--- src/rtl/adc_trn_pkg.sv ---
// Shared constants and types for the ADC link trainer: FSM state codes,
// ADC test-pattern selects and the pattern-checker mode.
package adc_trn_pkg;

   typedef logic [3:0] state_t;

   localparam state_t ST_IDLE     = 4'd0;
   localparam state_t ST_TAP_LD   = 4'd1;
   localparam state_t ST_SETTLE_W = 4'd2;
   localparam state_t ST_ALIGN    = 4'd3;
   localparam state_t ST_SCAN_CHK = 4'd4;
   localparam state_t ST_CENTER   = 4'd5;
   localparam state_t ST_RAMP_CHK = 4'd6;
   localparam state_t ST_DONE     = 4'd7;
   localparam state_t ST_FAIL     = 4'd8;

   localparam logic [3:0] PAT_OFF  = 4'd0;
   localparam logic [3:0] PAT_RAMP = 4'd1;
   localparam logic [3:0] PAT_ALT  = 4'd2;

   localparam logic [15:0] ALT_P0 = 16'h5555;
   localparam logic [15:0] ALT_P1 = 16'hAAAA;

   typedef enum logic {CHK_ALT, CHK_RAMP} chk_mode_t;

endpackage

--- src/rtl/adc_link_trainer_if.sv ---
// Signal bundle between the trainer, the ADC configuration path and the
// deserializer. dat_*_i are sampled only in cycles where dat_vld_i=1.
interface adc_link_trainer_if #(
   parameter int DW    = 16,
   parameter int DLY_W = 5
);
   import adc_trn_pkg::*;

   logic             start_i;
   logic [DW-1:0]    dat_a_i;
   logic [DW-1:0]    dat_b_i;
   logic             dat_vld_i;
   logic [3:0]       pat_sel_o;
   logic             bitslip_o;
   logic             dly_ld_o;
   logic [DLY_W-1:0] dly_val_o;
   logic             busy_o;
   logic             locked_o;
   logic             fail_o;
   logic [DLY_W-1:0] tap_o;
   state_t           dbg_state;

   modport master (
      input  start_i, dat_a_i, dat_b_i, dat_vld_i,
      output pat_sel_o, bitslip_o, dly_ld_o, dly_val_o, busy_o, locked_o,
             fail_o, tap_o, dbg_state
   );

   modport slave (
      output start_i, dat_a_i, dat_b_i, dat_vld_i,
      input  pat_sel_o, bitslip_o, dly_ld_o, dly_val_o, busy_o, locked_o,
             fail_o, tap_o, dbg_state
   );

endinterface

--- src/rtl/adc_pat_chk.sv ---
// Per-channel word checker: counts consecutive good valid words (alternation
// or ramp) after a reference word; err flags a bad valid word in that cycle.
module adc_pat_chk
   import adc_trn_pkg::*;
#(
   parameter int DW    = 16,
   parameter int CHK_N = 64
) (
   input  logic          clk,
   input  logic          rst_n,
   input  logic          clear,
   input  chk_mode_t     mode,
   input  logic [DW-1:0] data,
   input  logic          valid,
   output logic          pass,
   output logic          err
);
   localparam int CW = $clog2(CHK_N + 1);

   logic [DW-1:0] prev;
   logic          has_prev;
   logic [CW-1:0] cnt;
   logic          good;

   always_comb begin
      good = 1'b0;
      if (mode == CHK_ALT)
         good = ((data == DW'(ALT_P0)) || (data == DW'(ALT_P1))) && (data != prev);
      else
         good = (data == prev + DW'(1));
   end

   assign err  = valid && has_prev && !clear && !good;
   assign pass = (cnt == CW'(CHK_N));

   always_ff @(posedge clk or negedge rst_n) begin
      if (!rst_n) begin
         prev     <= '0;
         has_prev <= 1'b0;
         cnt      <= '0;
      end else if (clear) begin
         has_prev <= 1'b0;
         cnt      <= '0;
      end else if (valid) begin
         // the first valid word after a clear only seeds prev
         prev     <= data;
         has_prev <= 1'b1;
         if (has_prev) begin
            if (!good)
               cnt <= '0;
            else if (!pass)
               cnt <= cnt + CW'(1);
         end
      end
   end

endmodule

--- src/rtl/adc_link_trainer.sv ---
// Link training sequencer: scans delay taps with the alternation pattern,
// word-aligns via bitslip, centres on the widest good run, then ramp-checks.
module adc_link_trainer
   import adc_trn_pkg::*;
#(
   parameter int DW     = 16,
   parameter int DLY_W  = 5,
   parameter int SLIP_N = 8,
   parameter int SETTLE = 16,
   parameter int CHK_N  = 64
) (
   input logic                  clk_i,
   input logic                  rstn_i,
   adc_link_trainer_if.master   bus
);
   localparam int LW = DLY_W + 1;
   localparam int SW = $clog2(SLIP_N + 1);
   localparam int TW = $clog2(SETTLE + 1);
   localparam logic [DLY_W-1:0] TAP_MAX = '1;

   state_t           state, ret_state;
   logic [DLY_W-1:0] tap, cur_start, best_start, tap_out, dly_val;
   logic [LW-1:0]    cur_len, best_len;
   logic [SW-1:0]    slip_cnt;
   logic [TW-1:0]    settle_cnt;
   logic             tap_good, at_center;
   logic [3:0]       pat_sel;
   logic             dly_ld, bitslip, busy, locked, fail;

   logic             pass_a, pass_b, err_a, err_b, pass_all, err_any, chk_clear;
   chk_mode_t        chk_mode;
   logic [DLY_W-1:0] scan_start, fin_start, center_tap;
   logic [LW-1:0]    scan_len, fin_len, half;

   assign chk_clear = !((state == ST_ALIGN) || (state == ST_RAMP_CHK));
   assign chk_mode  = (state == ST_RAMP_CHK) ? CHK_RAMP : CHK_ALT;
   assign pass_all  = pass_a && pass_b;
   assign err_any   = err_a || err_b;

   adc_pat_chk #(.DW(DW), .CHK_N(CHK_N)) u_chk_a (
      .clk(clk_i), .rst_n(rstn_i), .clear(chk_clear), .mode(chk_mode),
      .data(bus.dat_a_i), .valid(bus.dat_vld_i), .pass(pass_a), .err(err_a)
   );

   adc_pat_chk #(.DW(DW), .CHK_N(CHK_N)) u_chk_b (
      .clk(clk_i), .rst_n(rstn_i), .clear(chk_clear), .mode(chk_mode),
      .data(bus.dat_b_i), .valid(bus.dat_vld_i), .pass(pass_b), .err(err_b)
   );

   // Run bookkeeping for the tap just judged; at the last tap the open run
   // is folded into best. Strict > keeps the earlier of equal runs.
   always_comb begin
      scan_len   = cur_len;
      scan_start = cur_start;
      fin_len    = best_len;
      fin_start  = best_start;
      if (tap_good) begin
         scan_len = cur_len + LW'(1);
         if (cur_len == '0)
            scan_start = tap;
      end else begin
         if (cur_len > best_len) begin
            fin_len   = cur_len;
            fin_start = cur_start;
         end
         scan_len = '0;
      end
      if ((tap == TAP_MAX) && (scan_len > fin_len)) begin
         fin_len   = scan_len;
         fin_start = scan_start;
      end
   end

   assign half       = (best_len - LW'(1)) >> 1;
   assign center_tap = best_start + half[DLY_W-1:0];

   always_ff @(posedge clk_i or negedge rstn_i) begin
      if (!rstn_i) begin
         state      <= ST_IDLE;
         ret_state  <= ST_ALIGN;
         tap        <= '0;
         slip_cnt   <= '0;
         settle_cnt <= '0;
         tap_good   <= 1'b0;
         at_center  <= 1'b0;
         cur_start  <= '0;
         cur_len    <= '0;
         best_start <= '0;
         best_len   <= '0;
         pat_sel    <= PAT_OFF;
         dly_val    <= '0;
         dly_ld     <= 1'b0;
         bitslip    <= 1'b0;
         busy       <= 1'b0;
         locked     <= 1'b0;
         fail       <= 1'b0;
         tap_out    <= '0;
      end else begin
         dly_ld  <= 1'b0;
         bitslip <= 1'b0;
         case (state)
            ST_IDLE, ST_DONE, ST_FAIL: begin
               if (bus.start_i) begin
                  pat_sel    <= PAT_ALT;
                  tap        <= '0;
                  busy       <= 1'b1;
                  locked     <= 1'b0;
                  fail       <= 1'b0;
                  at_center  <= 1'b0;
                  cur_start  <= '0;
                  cur_len    <= '0;
                  best_start <= '0;
                  best_len   <= '0;
                  state      <= ST_TAP_LD;
               end
            end
            ST_TAP_LD: begin
               dly_val    <= tap;
               dly_ld     <= 1'b1;
               slip_cnt   <= '0;
               settle_cnt <= '0;
               ret_state  <= ST_ALIGN;
               state      <= ST_SETTLE_W;
            end
            ST_SETTLE_W: begin
               if (settle_cnt == TW'(SETTLE - 1))
                  state <= ret_state;
               else
                  settle_cnt <= settle_cnt + TW'(1);
            end
            ST_ALIGN: begin
               if (pass_all) begin
                  if (at_center) begin
                     pat_sel    <= PAT_RAMP;
                     settle_cnt <= '0;
                     ret_state  <= ST_RAMP_CHK;
                     state      <= ST_SETTLE_W;
                  end else begin
                     tap_good <= 1'b1;
                     state    <= ST_SCAN_CHK;
                  end
               end else if (err_any) begin
                  bitslip    <= 1'b1;
                  slip_cnt   <= slip_cnt + SW'(1);
                  settle_cnt <= '0;
                  ret_state  <= ST_ALIGN;
                  if (slip_cnt == SW'(SLIP_N - 1)) begin
                     if (at_center) begin
                        pat_sel <= PAT_OFF;
                        fail    <= 1'b1;
                        busy    <= 1'b0;
                        state   <= ST_FAIL;
                     end else begin
                        tap_good <= 1'b0;
                        state    <= ST_SCAN_CHK;
                     end
                  end else begin
                     state <= ST_SETTLE_W;
                  end
               end
            end
            ST_SCAN_CHK: begin
               cur_len    <= scan_len;
               cur_start  <= scan_start;
               best_len   <= fin_len;
               best_start <= fin_start;
               if (tap == TAP_MAX) begin
                  state <= ST_CENTER;
               end else begin
                  tap   <= tap + DLY_W'(1);
                  state <= ST_TAP_LD;
               end
            end
            ST_CENTER: begin
               if (best_len == '0) begin
                  pat_sel <= PAT_OFF;
                  fail    <= 1'b1;
                  busy    <= 1'b0;
                  state   <= ST_FAIL;
               end else begin
                  tap       <= center_tap;
                  at_center <= 1'b1;
                  state     <= ST_TAP_LD;
               end
            end
            ST_RAMP_CHK: begin
               if (pass_all) begin
                  pat_sel <= PAT_OFF;
                  tap_out <= tap;
                  locked  <= 1'b1;
                  busy    <= 1'b0;
                  state   <= ST_DONE;
               end else if (err_any) begin
                  pat_sel <= PAT_OFF;
                  fail    <= 1'b1;
                  busy    <= 1'b0;
                  state   <= ST_FAIL;
               end
            end
            default: state <= ST_IDLE;
         endcase
      end
   end

   assign bus.pat_sel_o = pat_sel;
   assign bus.bitslip_o = bitslip;
   assign bus.dly_ld_o  = dly_ld;
   assign bus.dly_val_o = dly_val;
   assign bus.busy_o    = busy;
   assign bus.locked_o  = locked;
   assign bus.fail_o    = fail;
   assign bus.tap_o     = tap_out;
   assign bus.dbg_state = state;

endmodule
--- src/flat_wrapper.sv ---
// flat-port wrapper written by rule: the top's interface ports become plain ports
module adc_link_trainer_flat import adc_trn_pkg::*;
#(
   parameter int DW     = 16,
   parameter int DLY_W  = 5,
   parameter int SLIP_N = 8,
   parameter int SETTLE = 16,
   parameter int CHK_N  = 64
)
  (clk_i, rstn_i, bus_start_i, bus_dat_a_i, bus_dat_b_i, bus_dat_vld_i, bus_pat_sel_o, bus_bitslip_o, bus_dly_ld_o, bus_dly_val_o, bus_busy_o, bus_locked_o, bus_fail_o, bus_tap_o, bus_dbg_state);
  adc_link_trainer_if #(.DW(DW), .DLY_W(DLY_W)) bus_i ();
  input logic clk_i;
  input logic rstn_i;
  input wire logic [$bits(bus_i.start_i)-1:0] bus_start_i;
  input wire logic [$bits(bus_i.dat_a_i)-1:0] bus_dat_a_i;
  input wire logic [$bits(bus_i.dat_b_i)-1:0] bus_dat_b_i;
  input wire logic [$bits(bus_i.dat_vld_i)-1:0] bus_dat_vld_i;
  output wire logic [$bits(bus_i.pat_sel_o)-1:0] bus_pat_sel_o;
  output wire logic [$bits(bus_i.bitslip_o)-1:0] bus_bitslip_o;
  output wire logic [$bits(bus_i.dly_ld_o)-1:0] bus_dly_ld_o;
  output wire logic [$bits(bus_i.dly_val_o)-1:0] bus_dly_val_o;
  output wire logic [$bits(bus_i.busy_o)-1:0] bus_busy_o;
  output wire logic [$bits(bus_i.locked_o)-1:0] bus_locked_o;
  output wire logic [$bits(bus_i.fail_o)-1:0] bus_fail_o;
  output wire logic [$bits(bus_i.tap_o)-1:0] bus_tap_o;
  output wire logic [$bits(bus_i.dbg_state)-1:0] bus_dbg_state;
  assign bus_i.start_i = bus_start_i;
  assign bus_i.dat_a_i = bus_dat_a_i;
  assign bus_i.dat_b_i = bus_dat_b_i;
  assign bus_i.dat_vld_i = bus_dat_vld_i;
  assign bus_pat_sel_o = bus_i.pat_sel_o;
  assign bus_bitslip_o = bus_i.bitslip_o;
  assign bus_dly_ld_o = bus_i.dly_ld_o;
  assign bus_dly_val_o = bus_i.dly_val_o;
  assign bus_busy_o = bus_i.busy_o;
  assign bus_locked_o = bus_i.locked_o;
  assign bus_fail_o = bus_i.fail_o;
  assign bus_tap_o = bus_i.tap_o;
  assign bus_dbg_state = bus_i.dbg_state;
  adc_link_trainer #(.DW(DW), .DLY_W(DLY_W), .SLIP_N(SLIP_N), .SETTLE(SETTLE), .CHK_N(CHK_N)) u_core (.clk_i(clk_i), .rstn_i(rstn_i), .bus(bus_i));
endmodule
--- config.mk ---
export PLATFORM = sky130hd
export DESIGN_NAME = adc_link_trainer_flat
export DESIGN_NICKNAME = d
export VERILOG_FILES = /design/src/rtl/adc_trn_pkg.sv /design/src/rtl/adc_link_trainer_if.sv /design/src/rtl/adc_pat_chk.sv /design/src/rtl/adc_link_trainer.sv /design/src/flat_wrapper.sv
export SDC_FILE = /design/constraint.sdc
export NUM_CORES = 1
export LEC_CHECK = 0
export CAP_MARGIN = 20
export CORE_MARGIN = 2
export CORE_UTILIZATION = 54
export CTS_CLUSTER_SIZE = 12
export DETAILED_ROUTE_END_ITERATION = 10
export GPL_TIMING_DRIVEN = 0
export PLACE_DENSITY_LB_ADDON = 0.12
export SLEW_MARGIN = 5
export SYNTH_ARGS = -nofsm -noshare
export SYNTH_HDL_FRONTEND = slang
export SYNTH_HIERARCHICAL = 1
export SYNTH_SLANG_ARGS = --single-unit
--- constraint.sdc ---
create_clock -name clk_i -period 3.3 [get_ports clk_i]
set_input_delay 0.33 -clock clk_i [delete_from_list [all_inputs] [get_ports clk_i]]
set_output_delay 0.33 -clock clk_i [all_outputs]
set_load 0.1 [all_outputs]
After elaboration in Yosys (flattened, before gate mapping)
Index checks and enable logic that the tools add are counted.
{"block": "op_classes", "reduce_logical": 44, "eq_ne": 44, "magnitude_cmp": 2, "mux": 98, "add_sub_neg": 10, "bitwise": 1}
{"cell": "$mux W4", "n": 23}
{"cell": "$mux W7", "n": 10}
{"cell": "$mux W5", "n": 12}
{"cell": "$add A16 B1 Y16 const B", "n": 2}
{"cell": "$eq A16 B15 Y1 const B", "n": 2}
{"cell": "$eq A16 B16 Y1", "n": 2}
{"cell": "$eq A16 B16 Y1 const B", "n": 2}
{"cell": "$mux W1", "n": 32}
{"cell": "$ne A16 B16 Y1", "n": 2}
{"cell": "$mux W6", "n": 5}
{"cell": "$pmux W5 S3", "n": 2}
{"cell": "$pmux W4 S7", "n": 1}
{"cell": "$pmux W6 S2", "n": 2}
{"cell": "$eq A4 B3 Y1 const B", "n": 5}
{"cell": "$pmux W5 S2", "n": 2}
{"cell": "$reduce_and A4 Y1", "n": 5}
{"cell": "$ne A2 B2 Y1 const B", "n": 9}
{"cell": "$reduce_and A3 Y1", "n": 6}
{"cell": "$pmux W4 S2", "n": 2}
{"cell": "$pmux W4 S4", "n": 1}
{"cell": "$add A7 B1 Y7 const B", "n": 2}
{"cell": "$eq A7 B7 Y1 const B", "n": 2}
{"cell": "$gt A6 B6 Y1", "n": 2}
{"cell": "$logic_not A6 Y1", "n": 2}
{"cell": "other kinds (30)", "n": 64}
{"block": "word_totals", "out_inout_bits": 23, "ff_bits": 112, "word_cells": 223, "inputBits": 36}

Longest topological paths before layout
{"block": "depth", "depth_word": 10, "mapped_depth": 15, "depth_no_buf": 12}

By module
The synthesis kept the hierarchy.
{"module": "adc_pat_chk", "instances": 2, "seq_area_each_um2": 600.6, "area_per_inst_um2": 1899.3, "cells_each": 208}
{"module": "adc_link_trainer", "instances": 1, "seq_area_each_um2": 1527.7, "area_per_inst_um2": 3778.6, "cells_each": 393}

Worst setup path after synthesis
No wires, ideal clock.
{"block": "synth_timing", "path_type": "register to register", "from": "register u_core.state[1], in the netlist u_core/bus.dbg_state[1]", "to": "register u_core.state[2], in the netlist u_core/bus.dbg_state[2]", "path_stages_with_launch": 12, "period_less_slack_ns": 3.887, "n_path_buf": 2, "setup_time_ns": 0.125, "arrival_ns": 3.762, "t_required_ns": 3.175, "setup_slack_ns": -0.587, "cell_sequence": "dfrtp_1 > buf_2 > and4bb_1 > nand4_1 > or4_1 > a211oi_1 > and4_1 > buf_4 > nor3_1 > a211o_2 > o221ai_1 > mux2_2"}
{"block": "synth_via", "elab_chain_len": 8, "word_cells_on_any_way": 26, "cone_classes": "12 x eq/ne; 4 x mux; 10 x reduce/logical"}
{"item": "start: declaration", "line": "adc_link_trainer.sv:21", "rtl": "state_t state, ret_state;"}
{"item": "start signal: assignment", "line": "adc_link_trainer.sv:127", "rtl": "state <= ret_state;"}
{"item": "$eq A4 B3 Y1 (*)", "line": "adc_link_trainer.sv:36", "rtl": "assign chk_mode = (state == ST_RAMP_CHK) ? CHK_RAMP : CHK_ALT;"}
{"item": "$mux W1 (*)", "line": "adc_link_trainer.sv:36"}
{"item": "via u_core.chk_mode", "line": "adc_link_trainer.sv:31", "rtl": "chk_mode_t chk_mode;"}
{"item": "$mux W1 (*)", "line": "adc_pat_chk.sv:27", "rtl": "if (mode == CHK_ALT)"}
{"item": "$logic_not A1 Y1 (*)"}
{"item": "$logic_and A1 B1 Y1 (*)", "line": "adc_pat_chk.sv:33", "rtl": "assign err = valid && has_prev && !clear && !good;"}
{"item": "via u_core.err_b", "line": "adc_link_trainer.sv:30", "rtl": "logic pass_a, pass_b, err_a, err_b, pass_all, err_any, chk_clear;"}
{"item": "$logic_or A1 B1 Y1 (*)", "line": "adc_link_trainer.sv:38", "rtl": "assign err_any = err_a || err_b;"}
{"item": "$ne A3 B1 Y1 (no source line)"}
{"item": "$reduce_and A4 Y1 (no source line) (*)"}
The timed path passes the listed nets; every way through them passes the cells marked *.
A chain may end at the register's enable or synchronous reset.

Final worst setup path
{"block": "layout_timing", "from": "register u_core.best_len[3]", "to": "register u_core.best_start[3]"}
{"block": "layout_via", "elab_chain_len": 7, "word_cells_on_any_way": 10, "cone_classes": "2 x order compare; 2 x eq/ne; 4 x mux; 2 x reduce/logical"}
{"item": "start: declaration", "line": "adc_link_trainer.sv:23", "rtl": "logic [LW-1:0] cur_len, best_len;"}
{"item": "start signal: assignment", "line": "adc_link_trainer.sv:165", "rtl": "best_len <= fin_len;"}
{"item": "$gt A6 B6 Y1", "line": "adc_link_trainer.sv:62", "rtl": "if (cur_len > best_len) begin"}
{"item": "$mux W6", "line": "adc_link_trainer.sv:62"}
{"item": "$mux W6", "line": "adc_link_trainer.sv:57", "rtl": "if (tap_good) begin"}
{"item": "$gt A6 B6 Y1", "line": "adc_link_trainer.sv:68", "rtl": "if ((tap == TAP_MAX) && (scan_len > fin_len)) begin"}
{"item": "$logic_and A1 B1 Y1", "line": "adc_link_trainer.sv:68"}
{"item": "$ne A3 B3 Y1 (no source line) (tied with other cells)"}
{"item": "$reduce_and A4 Y1 (no source line) or $pmux W5 S2 (tied branches)"}
{"item": "end signal: assignment", "line": "adc_link_trainer.sv:166", "rtl": "best_start <= fin_start;"}
{"item": "end: declaration", "line": "adc_link_trainer.sv:22", "rtl": "logic [DLY_W-1:0] tap, cur_start, best_start, tap_out, dly_val;"}
Parallel ways exist; a longest one is shown, timed or not.

==> results.yml <==
die:
  ios: 59
  floorplan.initialDensity_pct: 55.01
  num_rows: 43
  die_area_um2: 15000
  coreArea_um2: 13770
  die_w_um: 122.5
  die_h_um: 122.5
timing:
  period_needed_ps: 3325
  skew_ps: 9.237
  fmax_mhz: 300.8
  rsz0062_at_grt: "yes"
  fin_ws_ps: -24.80
  max-slew-margin-rel_pct: 34.06
  hold_violations: 0
  drv_slew: 0
  fin_crit_sh_pct: 100.8
  tns_ps: -65.14
  holdWs_ps: 410.6
  worst_pin_slew_ps: 986.1
  finalSetupViolations: 4
logic_synthesis:
  synth-async-reset-ratio_pct: 100.0
  synth_top_area_share_pct: 35.67
  yosysTopAreaCell: "dfrtp_1"
  synth.most_common_cell: "dfrtp_1"
  syn_area_per_cell_um2: 9.366
  synth_edf_count: 0
  synthTopCellsByCount: "108 x dfrtp_1, 55 x nor2_1, 52 x nand2_1, 45 x mux2_2, 44 x inv_1"
  synth_area_leaders: "dfrtp_1 36%, mux2_2 6.7%, ha_1 5.1%"
  ys_ff_latch: 109
  yosys.cell_types.count: 78
  synth_warnings: 6
  ys.flop_type: "dfrtp_1"
  netlist_instances: 809
  synthesis.area_um2: 7577
  yosysSeqAreaShare_pct: 36.01
layout:
  nets: 991
  instances_no_fill: 1108
  area_growth_pct: 25.64
  diodes: 0
  drive_gt1_share_pct: 24.14
  num-fill-cells: 1054
  final_util_pct: 69.12
critical_path:
  worstPathRequired_ps: 3530
  r2r-start: "u_core/best_len[3]$_DFFE_PN0P_"
  critPathMaxFanout: 5
  end_kind: "register"
  startpoint: "u_core/best_len[3]$_DFFE_PN0P_"
  crit_arrival_ps: 3560
  startpoint_type: "register"
  path_class: "register to register"
detailed_routing:
  wl_per_cell_um: 18.81
  ant_nets: 0
  dr.pass1.iters: 5
  drc: 0
  drt-total-wl_um: 20840
  avgViaCountPerCell: 6.355
  drt_iter0_drc: 757
  vias: 7041
hold_path:
  holdCritPathClass: "primary input to async pin"
place:
  routabilityCongestion: 0.9315
  place_inst: 1045
  portBuffers: 54
  dp.final_hpwl_um: 13610
pwr:
  power_leakage_nw: 3.910
  p_total_mw: 7.306
  p_per_area_nw_per_um2: 767.4
  vdd_drop_max_mv: 0.3962
status:
  violations: "setup timing"
  outcome: "finished with violations"
clocking:
  cts-buffers-inserted: 9
  clock_sinks: 109
  cts_tree: "yes"
  path_clk_slew_ps: 70
  htree_levels: 3
  clk_path_buf_depth: 2
  worstSkewPairLatency_ps: 360
  root_buffer: "clkbuf_16"
grt:
  grt_overflow: 0
  grt_pass1_wl_um: 32270
  antenna_found_initial: 0
  grt_max_degree: 80
  first_global_vias: 6625
  grt_usage_pct: 26.91
job:
  maxCapViolations: 0
layout by cell type, fill, tap and decap left out, drive strengths merged, types with 12 or more instances in the layout:
cell	netlist	final
mux2	45	45
dfrtp	108	108
o21ai	37	37
inv	44	44
nand2b	12	12
ha	31	31
o221ai	12	12
a21oi	25	25
mux2i	17	17
nand3	35	35
clkdlybuf4s50	0	53
nand4	26	26
and3	13	13
nor3	18	18
nor4bb	15	15
clkbuf	15	22
xnor2	27	27
nand2	52	52
xor2	32	32
buf	23	74
nor2	56	56
registers in the layout (all words and copies together) (netlist names), 2 cells and up:
name and count:
u_core/bus.dbg_state 4, u_core/bus.dly_val_o 5, u_core/u_chk_b/cnt 7, u_core/u_chk_a/cnt 7, u_core/u_chk_a/prev 16, u_core/slip_cnt 4, u_core/best_start 5, u_core/u_chk_b/prev 16
u_core/tap 5, u_core/bus.tap_o 5, u_core/settle_cnt 5, u_core/bus.pat_sel_o 2, u_core/ret_state 2, u_core/cur_start 5, u_core/cur_len 6, u_core/best_len 6
cells by family (layout without fill, tap and decap cells):
| kind of cell | Yosys count | in the layout | share of synthesized area (%) |
|---|---|---|---|
| buffers and inverters | 82 | 200 | 4.673 |
| and+or+nand+nor | 285 | 285 | 20.71 |
| DFF | 109 | 109 | 36.01 |
| muxes | 62 | 62 | 8.933 |
| adders and majority gates | 32 | 32 | 5.383 |
| other | 1 | 2 | 0.04949 |
| xor gates and xnor gates | 59 | 59 | 6.820 |
| AOI/OAI and AO/OA | 179 | 179 | 17.42 |
critical path, stage by stage, from the launching register on:
cell and delay, ps:
dfrtp_1 410, inv_2 110, ha_4 210, and4_4 170, a31o_4 220, a31oi_4 180, buf_12 140, buf_6 90
mux2i_2 220, ha_1 190, nand4_1 240, o21bai_4 300, a31oi_4 360, mux2i_1 260, o2bb2ai_1 80
what timing repair did:
item	in CTS	in global routing
hold buffers	1	0
setup buffers	35	18
endpoints found under the setup margin	28	27
hold endpoints to repair	30	0
gates resized for setup	53	36
pin swaps	22	28
cell type report:
type / count / area, um2 / share of cell area (%)
buffer: 31 / 185.2 / 1.945
clock inverter: 6 / 38.79 / 0.4074
sequential: 109 / 2755 / 28.94
multi-input combinational: 619 / 4906 / 51.53
clock buffer: 10 / 239.0 / 2.510
timing repair buffer: 109 / 1006 / 10.57
inverter: 44 / 165.2 / 1.735
tap: 180 / 225.2 / 2.366
path summary, 6_finish.rpt:
check / end / slack [ps] / cells past startpoint
max: u_core/best_start[3]$_DFFE_PN0P_ / -20 / 14
min in group clk_i: u_core/bus.pat_sel_o[1]$_DFFE_PN0P_ / 480 / 1
min reg2reg: u_core/bus.pat_sel_o[1]$_DFFE_PN0P_ / 480 / 1
min: u_core/bus.dbg_state[3]$_DFFE_PN0P_ / 410 / 2
max reg2reg: u_core/best_start[3]$_DFFE_PN0P_ / -20 / 14
max in group asynchronous: u_core/u_chk_b/prev[3]$_DFFE_PN0P_ / 2170 / 3
per-stage QoR:
step	area [um2]	setup WS, ps
2_1_floorplan	7654	-13.80
6_report	9520	-24.80
3_3_place_gp	8419	-2979
5_1_grt	9520	-196.6
4_1_cts	9206	9.984
3_5_place_dp	8448	-753.8
layer usage:
layer / vias to the layer above / routed length [um] / share of wire, % / GRT usage [%]
met3: 83 / 1288 / 6.2 / 3.810
met2: 337 / 10050 / 48 / 44.17
met1: 3401 / 8615 / 41 / 35.01
met4: 0 / 890 / 4.3 / 12.93
li1: 3220 / - / - / -
met5: - / 0 / 0 / 0
power by group:
part	switching (mW)	leakage (nW)	total [mW]	internal [mW]
logic	2.43	2.39	4.06	1.63
clock network	0.495	0.134	1.03	0.530
registers	0.462	1.39	2.22	1.76
Power figures use the tool's default switching activity.
